===== config.mk =====
export PLATFORM = sky130hd
export DESIGN_NAME = pc_unit_flat
export DESIGN_NICKNAME = d
export VERILOG_FILES = /design/src/rtl/pc_unit_if.sv /design/src/rtl/pc_unit.sv /design/src/flat_wrapper.sv
export SDC_FILE = /design/constraint.sdc
export NUM_CORES = 1
export LEC_CHECK = 0
export ABC_CLOCK_PERIOD_IN_PS = 4500
export BUFFER_PORTS_ARGS = -buffer_cell sky130_fd_sc_hd__buf_2
export CELL_PAD_IN_SITES_DETAIL_PLACEMENT = 2
export CELL_PAD_IN_SITES_GLOBAL_PLACEMENT = 2
export CORE_UTILIZATION = 32
export DETAILED_ROUTE_END_ITERATION = 10
export PLACE_DENSITY_LB_ADDON = 0.1
export SYNTH_ARGS = -nofsm -noshare
export SYNTH_HDL_FRONTEND = slang
export SYNTH_SLANG_ARGS = --single-unit

===== constraint.sdc =====
create_clock -name clk -period 4.5 [get_ports clk]
set_clock_uncertainty 0.05 [all_clocks]
set_input_delay 0.225 -clock clk [delete_from_list [all_inputs] [get_ports clk]]
set_output_delay 0.225 -clock clk [all_outputs]
set_load 0.05 [all_outputs]

===== src/rtl/pc_unit_if.sv =====
// -----------------------------------------------------------------------------
// pc_unit_if
//   Bundles the control-unit / fetch-side signals of the program-counter unit.
//   master : control side (drives requests and target, observes PC and status)
//   slave  : pc_unit (consumes requests, drives PC and status)
//   Signals:
//     Enter            operator switch, asynchronous, level change = one event
//     Input / Output   current instruction is an I/O read / write
//     stall            hold PC and all state this cycle
//     branch_taken     load target
//     jump             load target
//     call             push pc+1, load target
//     ret              pop return address into PC
//     target           branch / jump / call destination
//     pc               registered program counter
//     pc_plus1         combinational pc+1 (wraps)
//     io_waiting       registered, high while waiting for an enter event
//     stack_overflow   sticky, call while stack full
//     stack_underflow  sticky, ret while stack empty
// -----------------------------------------------------------------------------
interface pc_unit_if #(
    parameter int ADDR_WIDTH = 32
);
    logic                  Enter;
    logic                  Input;
    logic                  Output;
    logic                  stall;
    logic                  branch_taken;
    logic                  jump;
    logic                  call;
    logic                  ret;
    logic [ADDR_WIDTH-1:0] target;
    logic [ADDR_WIDTH-1:0] pc;
    logic [ADDR_WIDTH-1:0] pc_plus1;
    logic                  io_waiting;
    logic                  stack_overflow;
    logic                  stack_underflow;

    modport master (
        output Enter, Input, Output, stall, branch_taken, jump, call, ret, target,
        input  pc, pc_plus1, io_waiting, stack_overflow, stack_underflow
    );

    modport slave (
        input  Enter, Input, Output, stall, branch_taken, jump, call, ret, target,
        output pc, pc_plus1, io_waiting, stack_overflow, stack_underflow
    );
endinterface


===== src/rtl/pc_unit.sv =====
// -----------------------------------------------------------------------------
// pc_unit
//   Program-counter unit: registers the next PC (sequential, branch, jump,
//   call, return), keeps a hardware return-address stack, honours a pipeline
//   stall and freezes the PC during I/O instructions until the operator
//   toggles the Enter switch.
//   Ports:
//     clk    rising-edge clock
//     reset  asynchronous, active-high reset
//     bus    pc_unit_if.slave (requests in; pc, pc_plus1, status out)
// -----------------------------------------------------------------------------
module pc_unit #(
    parameter int                    ADDR_WIDTH   = 32,
    parameter logic [ADDR_WIDTH-1:0] RESET_VECTOR = '0,
    parameter int                    STACK_DEPTH  = 4,
    parameter int                    SYNC_STAGES  = 2
) (
    input  logic           clk,
    input  logic           reset,
    pc_unit_if.slave       bus
);

    // sp counts 0..STACK_DEPTH inclusive, so it needs one code beyond the depth
    localparam int SP_W = $clog2(STACK_DEPTH + 1);

    localparam logic [ADDR_WIDTH-1:0] PC_ONE  = {{(ADDR_WIDTH-1){1'b0}}, 1'b1};
    localparam logic [SP_W-1:0]       SP_ONE  = {{(SP_W-1){1'b0}}, 1'b1};
    localparam logic [SP_W-1:0]       SP_ZERO = {SP_W{1'b0}};
    localparam logic [SP_W-1:0]       SP_FULL = SP_W'(STACK_DEPTH);

    typedef enum logic [0:0] {
        RUN     = 1'b0,
        IO_WAIT = 1'b1
    } state_t;

    state_t                  state_q, state_d;
    logic [ADDR_WIDTH-1:0]   pc_q, pc_d;
    logic [SP_W-1:0]         sp_q, sp_d;
    logic [ADDR_WIDTH-1:0]   stack_q [STACK_DEPTH];
    logic [ADDR_WIDTH-1:0]   stack_d [STACK_DEPTH];
    logic                    overflow_q, overflow_d;
    logic                    underflow_q, underflow_d;
    logic                    io_waiting_q, io_waiting_d;
    logic [SYNC_STAGES-1:0]  sync_q, sync_d;
    logic                    enter_q, enter_d;

    logic                    enter_s;
    logic                    enter_evt_s;
    logic                    io_req_s;
    logic [ADDR_WIDTH-1:0]   pc_plus1_s;
    logic [SP_W-1:0]         sp_dec_s;
    logic [ADDR_WIDTH-1:0]   pop_val_s;

    assign enter_s     = sync_q[SYNC_STAGES-1];
    assign enter_evt_s = enter_s ^ enter_q;
    assign io_req_s    = bus.Input | bus.Output;
    assign pc_plus1_s  = pc_q + PC_ONE;
    assign sp_dec_s    = sp_q - SP_ONE;

    assign bus.pc              = pc_q;
    assign bus.pc_plus1        = pc_plus1_s;
    assign bus.io_waiting      = io_waiting_q;
    assign bus.stack_overflow  = overflow_q;
    assign bus.stack_underflow = underflow_q;

    // Enter synchroniser and edge-detect history; these advance every cycle,
    // even under stall, so toggles seen outside a wait are simply consumed.
    always_comb begin
        sync_d  = {sync_q[SYNC_STAGES-2:0], bus.Enter};
        enter_d = enter_s;
    end

    // Top-of-stack read mux (entry sp-1)
    always_comb begin
        pop_val_s = {ADDR_WIDTH{1'b0}};
        for (int i = 0; i < STACK_DEPTH; i++) begin
            pop_val_s = (SP_W'(i) == sp_dec_s) ? stack_q[i] : pop_val_s;
        end
    end

    // State and datapath registers
    always_ff @(posedge clk or posedge reset) begin
        if (reset) begin
            state_q      <= RUN;
            pc_q         <= RESET_VECTOR;
            sp_q         <= SP_ZERO;
            overflow_q   <= 1'b0;
            underflow_q  <= 1'b0;
            io_waiting_q <= 1'b0;
            sync_q       <= {SYNC_STAGES{1'b0}};
            enter_q      <= 1'b0;
            for (int i = 0; i < STACK_DEPTH; i++) begin
                stack_q[i] <= {ADDR_WIDTH{1'b0}};
            end
        end else begin
            state_q      <= state_d;
            pc_q         <= pc_d;
            sp_q         <= sp_d;
            overflow_q   <= overflow_d;
            underflow_q  <= underflow_d;
            io_waiting_q <= io_waiting_d;
            sync_q       <= sync_d;
            enter_q      <= enter_d;
            for (int i = 0; i < STACK_DEPTH; i++) begin
                stack_q[i] <= stack_d[i];
            end
        end
    end

    // FSM next-state logic
    always_comb begin
        state_d = state_q;
        case (state_q)
            RUN: begin
                if (bus.stall) begin
                    state_d = RUN;
                end else if (io_req_s && !enter_evt_s) begin
                    state_d = IO_WAIT;
                end else begin
                    state_d = RUN;
                end
            end
            IO_WAIT: begin
                if (bus.stall) begin
                    state_d = IO_WAIT;
                end else if (enter_evt_s) begin
                    state_d = RUN;
                end else if (!io_req_s) begin
                    // I/O request withdrawn while waiting: abandon the wait
                    state_d = RUN;
                end else begin
                    state_d = IO_WAIT;
                end
            end
            default: begin
                state_d = RUN;
            end
        endcase
    end

    // FSM output / datapath logic: next PC, stack and sticky flags
    always_comb begin
        pc_d         = pc_q;
        sp_d         = sp_q;
        stack_d      = stack_q;
        overflow_d   = overflow_q;
        underflow_d  = underflow_q;
        io_waiting_d = (state_d == IO_WAIT);
        case (state_q)
            RUN: begin
                if (bus.stall) begin
                    pc_d = pc_q;
                end else if (io_req_s) begin
                    // an event already pending lets the I/O instruction retire now
                    if (enter_evt_s) begin
                        pc_d = pc_plus1_s;
                    end else begin
                        pc_d = pc_q;
                    end
                end else if (bus.ret) begin
                    if (sp_q != SP_ZERO) begin
                        pc_d = pop_val_s;
                        sp_d = sp_dec_s;
                    end else begin
                        pc_d        = pc_plus1_s;
                        underflow_d = 1'b1;
                    end
                end else if (bus.call) begin
                    pc_d = bus.target;
                    if (sp_q < SP_FULL) begin
                        for (int i = 0; i < STACK_DEPTH; i++) begin
                            stack_d[i] = (SP_W'(i) == sp_q) ? pc_plus1_s : stack_q[i];
                        end
                        sp_d = sp_q + SP_ONE;
                    end else begin
                        overflow_d = 1'b1;
                    end
                end else if (bus.jump || bus.branch_taken) begin
                    pc_d = bus.target;
                end else begin
                    pc_d = pc_plus1_s;
                end
            end
            IO_WAIT: begin
                if (!bus.stall && enter_evt_s) begin
                    pc_d = pc_plus1_s;
                end else begin
                    pc_d = pc_q;
                end
            end
            default: begin
                pc_d = pc_q;
            end
        endcase
    end

endmodule


===== src/flat_wrapper.sv =====
// flat-port wrapper written by rule: the top's interface ports become plain ports
module pc_unit_flat 
#(
    parameter int                    ADDR_WIDTH   = 32,
    parameter logic [ADDR_WIDTH-1:0] RESET_VECTOR = '0,
    parameter int                    STACK_DEPTH  = 4,
    parameter int                    SYNC_STAGES  = 2
)
  (clk, reset, bus_Enter, bus_Input, bus_Output, bus_stall, bus_branch_taken, bus_jump, bus_call, bus_ret, bus_target, bus_pc, bus_pc_plus1, bus_io_waiting, bus_stack_overflow, bus_stack_underflow);
  pc_unit_if #(.ADDR_WIDTH(ADDR_WIDTH)) bus_i ();
  input  logic clk;
  input  logic reset;
  input wire logic [$bits(bus_i.Enter)-1:0] bus_Enter;
  input wire logic [$bits(bus_i.Input)-1:0] bus_Input;
  input wire logic [$bits(bus_i.Output)-1:0] bus_Output;
  input wire logic [$bits(bus_i.stall)-1:0] bus_stall;
  input wire logic [$bits(bus_i.branch_taken)-1:0] bus_branch_taken;
  input wire logic [$bits(bus_i.jump)-1:0] bus_jump;
  input wire logic [$bits(bus_i.call)-1:0] bus_call;
  input wire logic [$bits(bus_i.ret)-1:0] bus_ret;
  input wire logic [$bits(bus_i.target)-1:0] bus_target;
  output wire logic [$bits(bus_i.pc)-1:0] bus_pc;
  output wire logic [$bits(bus_i.pc_plus1)-1:0] bus_pc_plus1;
  output wire logic [$bits(bus_i.io_waiting)-1:0] bus_io_waiting;
  output wire logic [$bits(bus_i.stack_overflow)-1:0] bus_stack_overflow;
  output wire logic [$bits(bus_i.stack_underflow)-1:0] bus_stack_underflow;
  assign bus_i.Enter = bus_Enter;
  assign bus_i.Input = bus_Input;
  assign bus_i.Output = bus_Output;
  assign bus_i.stall = bus_stall;
  assign bus_i.branch_taken = bus_branch_taken;
  assign bus_i.jump = bus_jump;
  assign bus_i.call = bus_call;
  assign bus_i.ret = bus_ret;
  assign bus_i.target = bus_target;
  assign bus_pc = bus_i.pc;
  assign bus_pc_plus1 = bus_i.pc_plus1;
  assign bus_io_waiting = bus_i.io_waiting;
  assign bus_stack_overflow = bus_i.stack_overflow;
  assign bus_stack_underflow = bus_i.stack_underflow;
  pc_unit #(.ADDR_WIDTH(ADDR_WIDTH), .RESET_VECTOR(RESET_VECTOR), .STACK_DEPTH(STACK_DEPTH), .SYNC_STAGES(SYNC_STAGES)) u_core (.clk(clk), .reset(reset), .bus(bus_i));
endmodule

==> results of run 1 <==
-- power groups by stage --
stage / combinational, mW / sequential [mW] / clock (mW)
floorplan: 1.77 / 2.56 / 0
finish: 3.01 / 2.33 / 1.60
CTS: 3.06 / 2.32 / 1.64
global route: 3.26 / 2.38 / 1.69
detailed placement: 3.04 / 2.35 / 0
global placement: 2.99 / 2.33 / 0
-- critical path, cell delays in order, from the launching register on --
cell	delay, ps
sky130_fd_sc_hd__dfrtp_1	600
sky130_fd_sc_hd__ha_1	360
sky130_fd_sc_hd__nand4_1	290
sky130_fd_sc_hd__nor3_1	730
sky130_fd_sc_hd__nand4_1	310
sky130_fd_sc_hd__xor2_1	510
sky130_fd_sc_hd__inv_1	80
sky130_fd_sc_hd__buf_2	220
-- metal layers --
layer,part of all wire (%),global-route usage [%],up-vias
met5,0,0,-
met4,2.7,8.93,0
met3,2.6,3.27,48
met2,51,45.2,149
met1,44,32.2,4326
li1,-,-,3930
-- logic make-up after synthesis --
group	Yosys count	share of synthesized area, %
simple gates	383	20.3
buf+inv	124	5.35
xor+xnor	37	3.53
compound gates	349	22.6
mux	9	1.09
fa+ha+maj	8	1.09
flops	169	46.1
-- flip-flops by register name, summed over array words and instances (netlist names), named ones only --
name                        cells
u_core.stack_q                128
u_core.bus.pc                  32
u_core.sp_q                     3
u_core.sync_q                   2
u_core.bus.stack_overflow       1
u_core.bus.stack_underflow      1
u_core.enter_q                  1
-- cell usage after synthesis, types with 15 or more instances --
master / count
sky130_fd_sc_hd__o21ai_0: 109
sky130_fd_sc_hd__dfrtp_1: 169
sky130_fd_sc_hd__nand2_1: 141
sky130_fd_sc_hd__a22oi_1: 15
sky130_fd_sc_hd__nand3_1: 23
sky130_fd_sc_hd__buf_2: 17
sky130_fd_sc_hd__clkbuf_1: 55
sky130_fd_sc_hd__xnor2_1: 18
sky130_fd_sc_hd__inv_1: 47
sky130_fd_sc_hd__xor2_1: 19
sky130_fd_sc_hd__nor2_1: 115
sky130_fd_sc_hd__a21oi_1: 127
-- path summary, 6_finish.rpt --
check                                 start  slack [ps]                 end  depth (start not counted)
min in group asynchronous             reset         330  u_core.stack_q[21]                          3
hold / removal               bus_target[21]          50   u_core.bus.pc[21]                          3
setup reg to reg           u_core.bus.pc[0]        1170   u_core.bus.pc[18]                          8
hold reg to reg            u_core.sync_q[0]         300    u_core.sync_q[1]                          0
setup / recovery           u_core.bus.pc[0]         670    bus_pc_plus1[26]                          7
max in group asynchronous             reset        3020    u_core.bus.pc[4]                          4
-- final cells by class --
| type | count | area, sq um | share of cell area [%] |
|---|---|---|---|
| clock buffers | 21 | 480 | 4.47 |
| clock inverters | 11 | 143 | 1.33 |
| inverters | 47 | 180 | 1.68 |
| multi-input cells | 786 | 4470 | 41.6 |
| flip-flops and latches | 169 | 4230 | 39.3 |
| well taps | 378 | 473 | 4.40 |
| repair buffers | 136 | 781 | 7.26 |
-- timing repair --
action	CTS	global route
resized for setup	0	0
hold endpoints to repair	21	0
hold buffers	2	0
buffers inserted	0	0
-- stage by stage --
stage               instances  util (%)  worst slack, ps  instance area, sq um  hold slack, ps
floorplan                1079         -             1610                  9180             206
global placement         1514      36.1             1360                 10100             269
detailed placement       1514      36.1             1280                 10100             272
CTS                      1548      38.4              768                 10800            44.6
global route             1548      38.4              584                 10800            83.3
finish                   1548      38.4              673                 10800            54.3
==> impl_metrics.xml, run 1 <==
<?xml version="1.0" encoding="UTF-8"?>
<metrics>
  <group name="layout">
    <metric name="insertedDiodeCount" unit="">0</metric>
    <metric name="layout-area-overhead-vs-synth" unit="%">17.3</metric>
    <metric name="final_common_cell" unit="">sky130_fd_sc_hd__dfrtp_1</metric>
    <metric name="final_cell_mix" unit="">169 x sky130_fd_sc_hd__dfrtp_1, 139 x sky130_fd_sc_hd__nand2_1, 127 x sky130_fd_sc_hd__a21oi_1, 115 x sky130_fd_sc_hd__nor2_1, 109 x sky130_fd_sc_hd__o21ai_0</metric>
    <metric name="drive_above_1_share" unit="%">17.4</metric>
    <metric name="fill_cells" unit="">3237</metric>
    <metric name="nets" unit="">1207</metric>
  </group>
  <group name="die">
    <metric name="initial_utilization" unit="%">32.7</metric>
    <metric name="placeable_core_region" unit="sq mm">0.0280</metric>
    <metric name="row_count" unit="">61</metric>
    <metric name="floorplan.die.width" unit="microns">171</metric>
    <metric name="die_area" unit="sq mm">0.0293</metric>
    <metric name="num_io_pins" unit="">109</metric>
    <metric name="fp.dieH" unit="microns">171</metric>
  </group>
  <group name="sta">
    <metric name="rsz0062_at_grt" unit="">false</metric>
    <metric name="setup_violations" unit="">0</metric>
    <metric name="setup_tns" unit="ps">0</metric>
    <metric name="slew_limit_headroom" unit="%">17.0</metric>
    <metric name="post-route-period-util" unit="%">85.0</metric>
    <metric name="timing_max_transition_violations_final" unit="">0</metric>
    <metric name="timing.final.hold_violations" unit="">0</metric>
    <metric name="fmax" unit="MHz">261</metric>
    <metric name="period_minus_ws_final" unit="ps">3830</metric>
    <metric name="worst_slew_pin_slew" unit="ps">1240</metric>
  </group>
  <group name="pwr">
    <metric name="power.total" unit="mW">6.94</metric>
    <metric name="netSwitchingFraction" unit="%">47.9</metric>
    <metric name="internal_power" unit="mW">3.62</metric>
    <metric name="power.combinational.fraction" unit="%">43.4</metric>
    <metric name="pwr_density_cell" unit="mW/mm^2">646</metric>
    <metric name="ir_worst_vdd" unit="V">0.000299</metric>
    <metric name="share_seq_of_total_power" unit="%">33.5</metric>
    <metric name="power.static_leakage" unit="nW">4.62</metric>
    <metric name="switching_power" unit="mW">3.33</metric>
    <metric name="clkPwrFrac" unit="%">23.1</metric>
  </group>
  <group name="logic_synthesis">
    <metric name="synth_fp_nets" unit="">1129</metric>
    <metric name="netlist_area_before_placement" unit="sq mm">0.00917</metric>
    <metric name="async_flop_share" unit="%">100</metric>
    <metric name="synth.ff_latch_count" unit="">169</metric>
    <metric name="synth.distinct_cells" unit="">72</metric>
    <metric name="synth_warnings" unit="">0</metric>
    <metric name="syn_inst" unit="">1079</metric>
    <metric name="synth.top_cell.area_share" unit="%">46.1</metric>
    <metric name="syn_area_per_cell" unit="sq um">8.50</metric>
    <metric name="yosys_most_used_dff" unit="">sky130_fd_sc_hd__dfrtp_1</metric>
    <metric name="yosys-top-cells-area" unit="">sky130_fd_sc_hd__dfrtp_1 46%, sky130_fd_sc_hd__a21oi_1 6.9%, sky130_fd_sc_hd__o21ai_0 5.9%</metric>
    <metric name="yosysTopAreaCell" unit="">sky130_fd_sc_hd__dfrtp_1</metric>
    <metric name="synth_edf_count" unit="">0</metric>
    <metric name="synth-seq-area-share" unit="%">46.1</metric>
  </group>
  <group name="critical_path">
    <metric name="critPathArrivalTime" unit="ps">3550</metric>
    <metric name="worst_setup_path_end_kind" unit="">output port</metric>
    <metric name="critical_path.startpoint_type" unit="">register</metric>
    <metric name="critical_path.max_fanout" unit="">12</metric>
    <metric name="required" unit="ps">4220</metric>
    <metric name="critPathKind" unit="">register to output port</metric>
  </group>
  <group name="status">
    <metric name="run_status" unit="">finished, final reports clean</metric>
  </group>
  <group name="cts">
    <metric name="clk-insertion-delay-late" unit="ps">440</metric>
    <metric name="cts-htree-levels" unit="">4</metric>
    <metric name="cts-root-buf" unit="">sky130_fd_sc_hd__clkbuf_16</metric>
    <metric name="cts_buffers" unit="">17</metric>
    <metric name="clock_sink_count" unit="">169</metric>
    <metric name="clk_transition_reported_paths" unit="ps">70</metric>
    <metric name="max-clock-path-buffers" unit="">2</metric>
    <metric name="tritoncts" unit="">built</metric>
  </group>
  <group name="placement">
    <metric name="place_congestion" unit="">0.868</metric>
    <metric name="io_buffers" unit="">108</metric>
    <metric name="hpwl" unit="microns">25400</metric>
  </group>
  <group name="route">
    <metric name="drt_wl_total" unit="microns">36200</metric>
    <metric name="number_of_search_and_repair_iterations_in_the_first_detailed_routing_pass" unit="">5</metric>
    <metric name="routed_wire_length_per_instance" unit="microns">23.4</metric>
    <metric name="postRouteAntennaNets" unit="">0</metric>
    <metric name="drt-vias-per-instance" unit="">5.46</metric>
    <metric name="remaining_drc_errors" unit="">0</metric>
    <metric name="via_count" unit="">8453</metric>
    <metric name="first_iter_violations" unit="">432</metric>
  </group>
  <group name="global_routing">
    <metric name="grt_antenna_before_repair" unit="">0</metric>
    <metric name="first_global_vias" unit="">8936</metric>
    <metric name="maximum_number_of_pins_on_one_net_before_global_route_repair" unit="">117</metric>
    <metric name="grt_first_pass_wirelength" unit="microns">55300</metric>
    <metric name="grt-ovfl-total" unit="">0</metric>
    <metric name="grt_util_all_layers" unit="%">25.7</metric>
  </group>
  <group name="job">
    <metric name="timing.max_cap.violations" unit="">0</metric>
  </group>
  <group name="min_path">
    <metric name="worst_hold_path_type" unit="">input port to register</metric>
  </group>
</metrics>
No activity file was read; power rests on OpenSTA's default activity.
==> run 2: changes to the inputs <==
- REMOVE_ABC_BUFFERS: not set -> 1
==> impl_metrics.xml, run 2 (same netlist as run 1, synthesis figures left out) <==
<?xml version="1.0" encoding="UTF-8"?>
<metrics>
  <group name="route">
    <metric name="via_count" unit="">8431</metric>
    <metric name="remaining_drc_errors" unit="">0</metric>
    <metric name="routed_wire_length_per_instance" unit="microns">22.6</metric>
    <metric name="drt_wl_total" unit="microns">35000</metric>
    <metric name="drt-vias-per-instance" unit="">5.45</metric>
    <metric name="number_of_search_and_repair_iterations_in_the_first_detailed_routing_pass" unit="">4</metric>
    <metric name="first_iter_violations" unit="">386</metric>
    <metric name="postRouteAntennaNets" unit="">0</metric>
  </group>
  <group name="die">
    <metric name="initial_utilization" unit="%">32.7</metric>
    <metric name="row_count" unit="">61</metric>
    <metric name="fp.dieH" unit="microns">171</metric>
    <metric name="placeable_core_region" unit="sq mm">0.0280</metric>
    <metric name="num_io_pins" unit="">109</metric>
    <metric name="die_area" unit="sq mm">0.0293</metric>
    <metric name="floorplan.die.width" unit="microns">171</metric>
  </group>
  <group name="sta">
    <metric name="slew_limit_headroom" unit="%">34.5</metric>
    <metric name="period_minus_ws_final" unit="ps">3530</metric>
    <metric name="worst_slew_pin_slew" unit="ps">982</metric>
    <metric name="fmax" unit="MHz">284</metric>
    <metric name="timing_max_transition_violations_final" unit="">0</metric>
    <metric name="setup_tns" unit="ps">0</metric>
    <metric name="post-route-period-util" unit="%">78.3</metric>
    <metric name="rsz0062_at_grt" unit="">false</metric>
    <metric name="setup_violations" unit="">0</metric>
    <metric name="timing.final.hold_violations" unit="">0</metric>
  </group>
  <group name="layout">
    <metric name="area_taken_by_multi_input_logic_gates" unit="sq mm">0.00447</metric>
    <metric name="area_taken_by_flip_flops_and_latches" unit="sq mm">0.00423</metric>
    <metric name="max_flop_register" unit="">u_core.stack_q</metric>
    <metric name="final_common_cell" unit="">sky130_fd_sc_hd__dfrtp_1</metric>
    <metric name="flip_flop_count_of_the_largest_register_all_copies_and_words_added" unit="">128</metric>
    <metric name="fill_cells" unit="">3220</metric>
    <metric name="insertedDiodeCount" unit="">0</metric>
    <metric name="nets" unit="">1207</metric>
    <metric name="drive_above_1_share" unit="%">17.3</metric>
    <metric name="layout-area-overhead-vs-synth" unit="%">16.8</metric>
    <metric name="final_cell_mix" unit="">169 x sky130_fd_sc_hd__dfrtp_1, 139 x sky130_fd_sc_hd__nand2_1, 127 x sky130_fd_sc_hd__a21oi_1, 114 x sky130_fd_sc_hd__nor2_1, 109 x sky130_fd_sc_hd__o21ai_0</metric>
  </group>
  <group name="job">
    <metric name="timing.max_cap.violations" unit="">0</metric>
  </group>
  <group name="min_path">
    <metric name="worst_hold_path_type" unit="">input port to register</metric>
  </group>
  <group name="global_routing">
    <metric name="grt_antenna_before_repair" unit="">0</metric>
    <metric name="maximum_number_of_pins_on_one_net_before_global_route_repair" unit="">98</metric>
    <metric name="grt_first_pass_wirelength" unit="microns">54800</metric>
    <metric name="first_global_vias" unit="">8970</metric>
    <metric name="grt-ovfl-total" unit="">0</metric>
    <metric name="grt_util_all_layers" unit="%">25.2</metric>
  </group>
  <group name="critical_path">
    <metric name="critPathArrivalTime" unit="ps">3250</metric>
    <metric name="worst_setup_path_end_kind" unit="">output port</metric>
    <metric name="required" unit="ps">4220</metric>
    <metric name="timing.critical_path.slowest_stage_cell" unit="">sky130_fd_sc_hd__dfrtp_1</metric>
    <metric name="critical_path.max_fanout" unit="">12</metric>
    <metric name="critical_path.startpoint_type" unit="">register</metric>
    <metric name="critPathMaxStageDelay" unit="ps">620</metric>
    <metric name="critPathTopFamily" unit="">simple AND/OR/NAND/NOR gates</metric>
    <metric name="critPathKind" unit="">register to output port</metric>
    <metric name="cp.buffers_inverters" unit="">2</metric>
    <metric name="crit_path_cell_trace" unit="">ha_1 -&gt; nand4_1 -&gt; nor4_1 -&gt; nand2_1 -&gt; xor2_1 -&gt; inv_1 -&gt; buf_2</metric>
  </group>
  <group name="pwr">
    <metric name="power.total" unit="mW">6.83</metric>
    <metric name="power.static_leakage" unit="nW">4.60</metric>
    <metric name="ir_worst_vdd" unit="V">0.000298</metric>
    <metric name="pwr_density_cell" unit="mW/mm^2">637</metric>
  </group>
  <group name="cts">
    <metric name="cts_setup_buffers" unit="">0</metric>
    <metric name="clk-insertion-delay-late" unit="ps">460</metric>
    <metric name="max-clock-path-buffers" unit="">2</metric>
    <metric name="cts-htree-levels" unit="">4</metric>
    <metric name="clk_transition_reported_paths" unit="ps">70</metric>
    <metric name="cts-root-buf" unit="">sky130_fd_sc_hd__clkbuf_16</metric>
    <metric name="tritoncts" unit="">built</metric>
    <metric name="resize_count_post_cts" unit="">0</metric>
    <metric name="cts_buffers" unit="">17</metric>
    <metric name="clock_sink_count" unit="">169</metric>
  </group>
  <group name="status">
    <metric name="run_status" unit="">finished, final reports clean</metric>
  </group>
  <group name="placement">
    <metric name="io_buffers" unit="">108</metric>
    <metric name="hpwl" unit="microns">24600</metric>
    <metric name="place_congestion" unit="">0.796</metric>
  </group>
</metrics>
==> run 2: changes by cell type in the layout (fill, tap and decap cells not counted) <==
cell and change:
sky130_fd_sc_hd__nor2_2 +1, sky130_fd_sc_hd__clkinv_4 +2, sky130_fd_sc_hd__bufinv_16 -1, sky130_fd_sc_hd__nor2_1 -1, sky130_fd_sc_hd__clkinvlp_4 -1, sky130_fd_sc_hd__inv_6 +1, sky130_fd_sc_hd__clkbuf_1 +2, sky130_fd_sc_hd__clkinv_2 -2
sky130_fd_sc_hd__clkbuf_8 -2
==> run 2: path summary, 6_finish.rpt <==
path | from | end | slack (ps) | depth (start not counted)
worst max register to register | u_core.sp_q[0] | u_core.bus.pc[29] | 1310 | 9
worst max-delay path | u_core.bus.pc[0] | bus_pc_plus1[20] | 970 | 7
worst min register to register | u_core.sync_q[0] | u_core.sync_q[1] | 300 | 0
worst min-delay path | bus_target[21] | u_core.bus.pc[21] | 50 | 3
min in group asynchronous | reset | u_core.stack_q[101] | 480 | 3
max in group asynchronous | reset | u_core.stack_q[85] | 2950 | 4
==> run 2: cell type report <==
class / count / area share (%)
inverter: 47 / 1.69
multi-input combinational: 786 / 41.7
sequential: 169 / 39.5
timing repair buffer: 136 / 7.29
tap: 378 / 4.41
clock inverter: 10 / 1.12
clock buffer: 21 / 4.30
==> run 2: repair_timing <==
item	in CTS	in global routing
hold buffers	2	0
setup endpoints to repair	0	0
endpoints found under the hold margin	39	0
==> run 2: through the flow <==
| step | cells | utilization, % | instance area, sq um | hold WS (ps) | worst slack, ps |
|---|---|---|---|---|---|
| after floorplan | 1002 | - | 8860 | 206 | -350 |
| after global placement | 1514 | 36.1 | 10100 | 284 | 1460 |
| after detailed placement | 1514 | 36.1 | 10100 | 288 | 1320 |
| after CTS | 1547 | 38.3 | 10700 | 38.1 | 931 |
| after global routing | 1547 | 38.3 | 10700 | 52.6 | 718 |
| final | 1547 | 38.3 | 10700 | 45.1 | 975 |
==> run 2: worst register-to-register path, cell delays in order, from the launching register on <==
cell,delay (ps)
sky130_fd_sc_hd__dfrtp_1,420
sky130_fd_sc_hd__inv_1,160
sky130_fd_sc_hd__ha_1,590
sky130_fd_sc_hd__buf_4,370
sky130_fd_sc_hd__and4_1,590
sky130_fd_sc_hd__a22oi_1,200
sky130_fd_sc_hd__o21ai_0,190
sky130_fd_sc_hd__o21ba_2,190
sky130_fd_sc_hd__a21oi_1,170
sky130_fd_sc_hd__a2bb2oi_1,180
==> run 2: layer usage <==
| layer | up-vias | track usage (%) | part of all wire (%) |
|---|---|---|---|
| met5 | - | 0 | 0 |
| met3 | 21 | 3.61 | 2.8 |
| met4 | 0 | 5.36 | 0.95 |
| met1 | 4360 | 34.5 | 49 |
| li1 | 3929 | - | - |
| met2 | 121 | 42.0 | 47 |
==> run 2: where the power goes <==
group          switching (mW)  internal (mW)
sequential              0.447           1.91
combinational            2.18          0.776
clock                   0.669          0.846
total                    3.30           3.53
==> run 3: changes to the inputs <==
- ABC_AREA: not set -> 1
- ABC_CLOCK_PERIOD_IN_PS: 4500 -> 2900
- CORE_UTILIZATION: 32 -> 30
- clock period: 4.5 -> 2.9 ns (I/O delays scaled with it)
==> impl_metrics.xml, run 3 <==
<?xml version="1.0" encoding="UTF-8"?>
<metrics>
  <group name="logic_synthesis">
    <metric name="syn_area_per_cell" unit="sq um">7.09</metric>
    <metric name="yosys-top-cells-area" unit="">sky130_fd_sc_hd__dfrtp_1 44%, sky130_fd_sc_hd__nand2_1 20%, sky130_fd_sc_hd__o21ai_0 7.9%</metric>
    <metric name="synth.ff_latch_count" unit="">169</metric>
    <metric name="synthXorXnorAreaFrac" unit="%">1.57</metric>
    <metric name="synth_fa_ha_area_share" unit="%">1.03</metric>
    <metric name="yosysTopAreaCell" unit="">sky130_fd_sc_hd__dfrtp_1</metric>
    <metric name="synth_warnings" unit="">0</metric>
    <metric name="netlist_area_before_placement" unit="sq mm">0.00971</metric>
    <metric name="synthTopCellsByCount" unit="">513 x sky130_fd_sc_hd__nand2_1, 169 x sky130_fd_sc_hd__dfrtp_1, 154 x sky130_fd_sc_hd__o21ai_0, 143 x sky130_fd_sc_hd__inv_1, 88 x sky130_fd_sc_hd__nor2_1</metric>
    <metric name="synth_edf_count" unit="">0</metric>
    <metric name="synth_mux_area_share" unit="%">0.464</metric>
    <metric name="leading_cell_type_by_number_of_instances_after_synthesis" unit="">sky130_fd_sc_hd__nand2_1</metric>
    <metric name="synth_compound_gate_area_share" unit="%">12.6</metric>
    <metric name="syn_inst" unit="">1369</metric>
    <metric name="async_flop_share" unit="%">100</metric>
    <metric name="synth-seq-area-share" unit="%">43.5</metric>
    <metric name="synth.distinct_cells" unit="">39</metric>
    <metric name="yosys_most_used_dff" unit="">sky130_fd_sc_hd__dfrtp_1</metric>
    <metric name="synth_top_family_by_area" unit="">simple AND/OR/NAND/NOR gates</metric>
    <metric name="post_synth_and_or_nand_nor_area_fraction" unit="%">31.7</metric>
    <metric name="synth.top_cell.area_share" unit="%">43.5</metric>
  </group>
  <group name="sta">
    <metric name="fmax" unit="MHz">369</metric>
    <metric name="slew_limit_headroom" unit="%">48.2</metric>
    <metric name="setup_violations" unit="">0</metric>
    <metric name="period_minus_ws_final" unit="ps">2710</metric>
    <metric name="setup_tns" unit="ps">0</metric>
    <metric name="hold_slack" unit="ps">18.4</metric>
    <metric name="post-route-period-util" unit="%">93.5</metric>
    <metric name="worst_slew_pin_slew" unit="ps">775</metric>
    <metric name="timing.final.hold_violations" unit="">0</metric>
    <metric name="rsz0062_at_grt" unit="">false</metric>
    <metric name="finalWorstSetupSlack" unit="ps">187</metric>
    <metric name="timing_max_transition_violations_final" unit="">0</metric>
  </group>
  <group name="critical_path">
    <metric name="critPathCapture" unit="">bus_pc_plus1[28]</metric>
    <metric name="reg2reg_slack" unit="ps">230</metric>
    <metric name="critical_path.reg2reg.startpoint" unit="">u_core.sp_q[0]</metric>
    <metric name="critical_path.max_fanout" unit="">6</metric>
    <metric name="crit_path_cell_trace" unit="">nand2_1 -&gt; nor2_1 -&gt; nand2_1 -&gt; nor2_2 -&gt; nand3_1 -&gt; nand2_1 -&gt; buf_2</metric>
    <metric name="critPathTopFamily" unit="">simple AND/OR/NAND/NOR gates</metric>
    <metric name="critPathKind" unit="">register to output port</metric>
    <metric name="timing.critical_path.slowest_stage_cell" unit="">sky130_fd_sc_hd__dfrtp_1</metric>
    <metric name="critPathArrivalTime" unit="ps">2520</metric>
    <metric name="cp_num_cells" unit="">7</metric>
    <metric name="critPathMaxStageDelay" unit="ps">570</metric>
    <metric name="crit_path_frequent_cell" unit="">sky130_fd_sc_hd__nand2_1</metric>
    <metric name="cp.buffers_inverters" unit="">1</metric>
    <metric name="r2r.worst_path.cells" unit="">10</metric>
    <metric name="critical_path.startpoint_type" unit="">register</metric>
    <metric name="worst_setup_path_end_kind" unit="">output port</metric>
    <metric name="required" unit="ps">2710</metric>
    <metric name="setup.worst_path.start" unit="">u_core.bus.pc[11]</metric>
    <metric name="endpoint_of_the_most_critical_register_to_register_path" unit="">u_core.bus.pc[12]</metric>
  </group>
  <group name="route">
    <metric name="via_count" unit="">9597</metric>
    <metric name="drt-vias-per-instance" unit="">5.06</metric>
    <metric name="drt_wl_total" unit="microns">40500</metric>
    <metric name="first_iter_violations" unit="">417</metric>
    <metric name="remaining_drc_errors" unit="">0</metric>
    <metric name="postRouteAntennaNets" unit="">0</metric>
    <metric name="routed_wire_length_per_instance" unit="microns">21.3</metric>
    <metric name="number_of_search_and_repair_iterations_in_the_first_detailed_routing_pass" unit="">5</metric>
  </group>
  <group name="global_routing">
    <metric name="grt_antenna_before_repair" unit="">1</metric>
    <metric name="grt_util_all_layers" unit="%">25.5</metric>
    <metric name="grt_first_pass_wirelength" unit="microns">63100</metric>
    <metric name="maximum_number_of_pins_on_one_net_before_global_route_repair" unit="">58</metric>
    <metric name="grt-ovfl-total" unit="">0</metric>
    <metric name="first_global_vias" unit="">10500</metric>
  </group>
  <group name="layout">
    <metric name="insertedDiodeCount" unit="">0</metric>
    <metric name="flip_flop_count_of_the_largest_register_all_copies_and_words_added" unit="">128</metric>
    <metric name="utilization" unit="%">36.4</metric>
    <metric name="nets" unit="">1534</metric>
    <metric name="drive_above_1_share" unit="%">17.4</metric>
    <metric name="final_cell_mix" unit="">512 x sky130_fd_sc_hd__nand2_1, 169 x sky130_fd_sc_hd__dfrtp_1, 154 x sky130_fd_sc_hd__o21ai_0, 142 x sky130_fd_sc_hd__inv_1, 108 x sky130_fd_sc_hd__buf_2</metric>
    <metric name="fill_cells" unit="">3788</metric>
    <metric name="layout-area-overhead-vs-synth" unit="%">19.0</metric>
    <metric name="final_common_cell" unit="">sky130_fd_sc_hd__nand2_1</metric>
    <metric name="max_flop_register" unit="">u_core.stack_q</metric>
  </group>
  <group name="cts">
    <metric name="cts_setup_buffers" unit="">0</metric>
    <metric name="clock_sink_count" unit="">169</metric>
    <metric name="tritoncts" unit="">built</metric>
    <metric name="cts-htree-levels" unit="">4</metric>
    <metric name="max-clock-path-buffers" unit="">2</metric>
    <metric name="clk-insertion-delay-late" unit="ps">450</metric>
    <metric name="cts_buffers" unit="">17</metric>
    <metric name="cts-root-buf" unit="">sky130_fd_sc_hd__clkbuf_16</metric>
    <metric name="clk_transition_reported_paths" unit="ps">70</metric>
  </group>
  <group name="die">
    <metric name="floorplan.die.width" unit="microns">182</metric>
    <metric name="initial_utilization" unit="%">30.6</metric>
    <metric name="fp.dieH" unit="microns">182</metric>
    <metric name="die_area" unit="sq mm">0.0331</metric>
    <metric name="num_io_pins" unit="">109</metric>
    <metric name="placeable_core_region" unit="sq mm">0.0317</metric>
    <metric name="row_count" unit="">65</metric>
  </group>
  <group name="pwr">
    <metric name="pwr_density_cell" unit="mW/mm^2">954</metric>
    <metric name="ir_worst_vdd" unit="V">0.000419</metric>
    <metric name="power.total" unit="mW">11.0</metric>
    <metric name="power.static_leakage" unit="nW">6.08</metric>
  </group>
  <group name="placement">
    <metric name="placement.setup.worst_slack" unit="ps">297</metric>
    <metric name="hpwl" unit="microns">29400</metric>
    <metric name="place_congestion" unit="">0.821</metric>
    <metric name="io_buffers" unit="">108</metric>
  </group>
  <group name="min_path">
    <metric name="worst_hold_path_type" unit="">input port to register</metric>
  </group>
  <group name="status">
    <metric name="run_status" unit="">finished, final reports clean</metric>
  </group>
  <group name="job">
    <metric name="timing.max_cap.violations" unit="">0</metric>
  </group>
</metrics>
## run 3: worst min-delay path by stage
stage	from	to	depth (start not counted)
final	bus_target[1]	u_core.bus.pc[1]	5
after global routing	bus_target[1]	u_core.bus.pc[1]	5
after CTS	bus_target[1]	u_core.bus.pc[1]	5
after detailed placement	bus_Enter	u_core.sync_q[0]	1
after global placement	bus_Enter	u_core.sync_q[0]	1
after floorplan	bus_Enter	u_core.sync_q[0]	0
## run 3: per-stage QoR
step / cell area, sq um / std cells
floorplan: 9420 / 1310
global placement: 10900 / 1861
detailed placement: 10900 / 1861
CTS: 11600 / 1898
global route: 11600 / 1898
finish: 11600 / 1898
## run 3: cell type report
cell class                      instances  area (sq um)  area share, %
Timing Repair Buffer                  155           983           8.51
Sequential cell                       169          4230           36.6
Clock buffer                           21           470           4.07
Clock inverter                         10           168           1.45
Multi-Input combinational cell        982          4600           39.8
Inverter                              159           602           5.21
Tap cell                              402           503           4.35
## run 3: power by group
part / internal (mW) / total, mW / switching [mW]
registers: 2.81 / 3.35 / 0.541
clock network: 1.51 / 2.56 / 1.05
logic: 1.25 / 5.11 / 3.86
## run 3: timing repair
item	4_1_cts	5_1_grt
hold endpoints to repair	59	0
hold buffers	6	0
setup endpoints to repair	0	1
resized for setup	0	1
## run 3: kinds of logic after synthesis
logic type               count (synthesis)
multiplexers                             4
XOR/XNOR                                14
buffers and inverters                  218
AND/OR/NAND/NOR                        731
AO/OA/AOI/OAI                          225
adder cells (fa/ha/maj)                  8
flip-flops                             169
## run 3: worst min-delay path, delay by kind of cell
family	cells	cell delay, ps
AND/OR/NAND/NOR	3	160
buffers and inverters	1	90
AO/OA/AOI/OAI	1	70
## run 3: per-layer routing
layer | GRT usage, % | up-vias | wire, microns
met5 | 0 | - | 0
met4 | 5.95 | 0 | 669
met3 | 3.39 | 39 | 1060
met2 | 43.0 | 145 | 19300
met1 | 34.6 | 4885 | 19500
li1 | - | 4528 | -
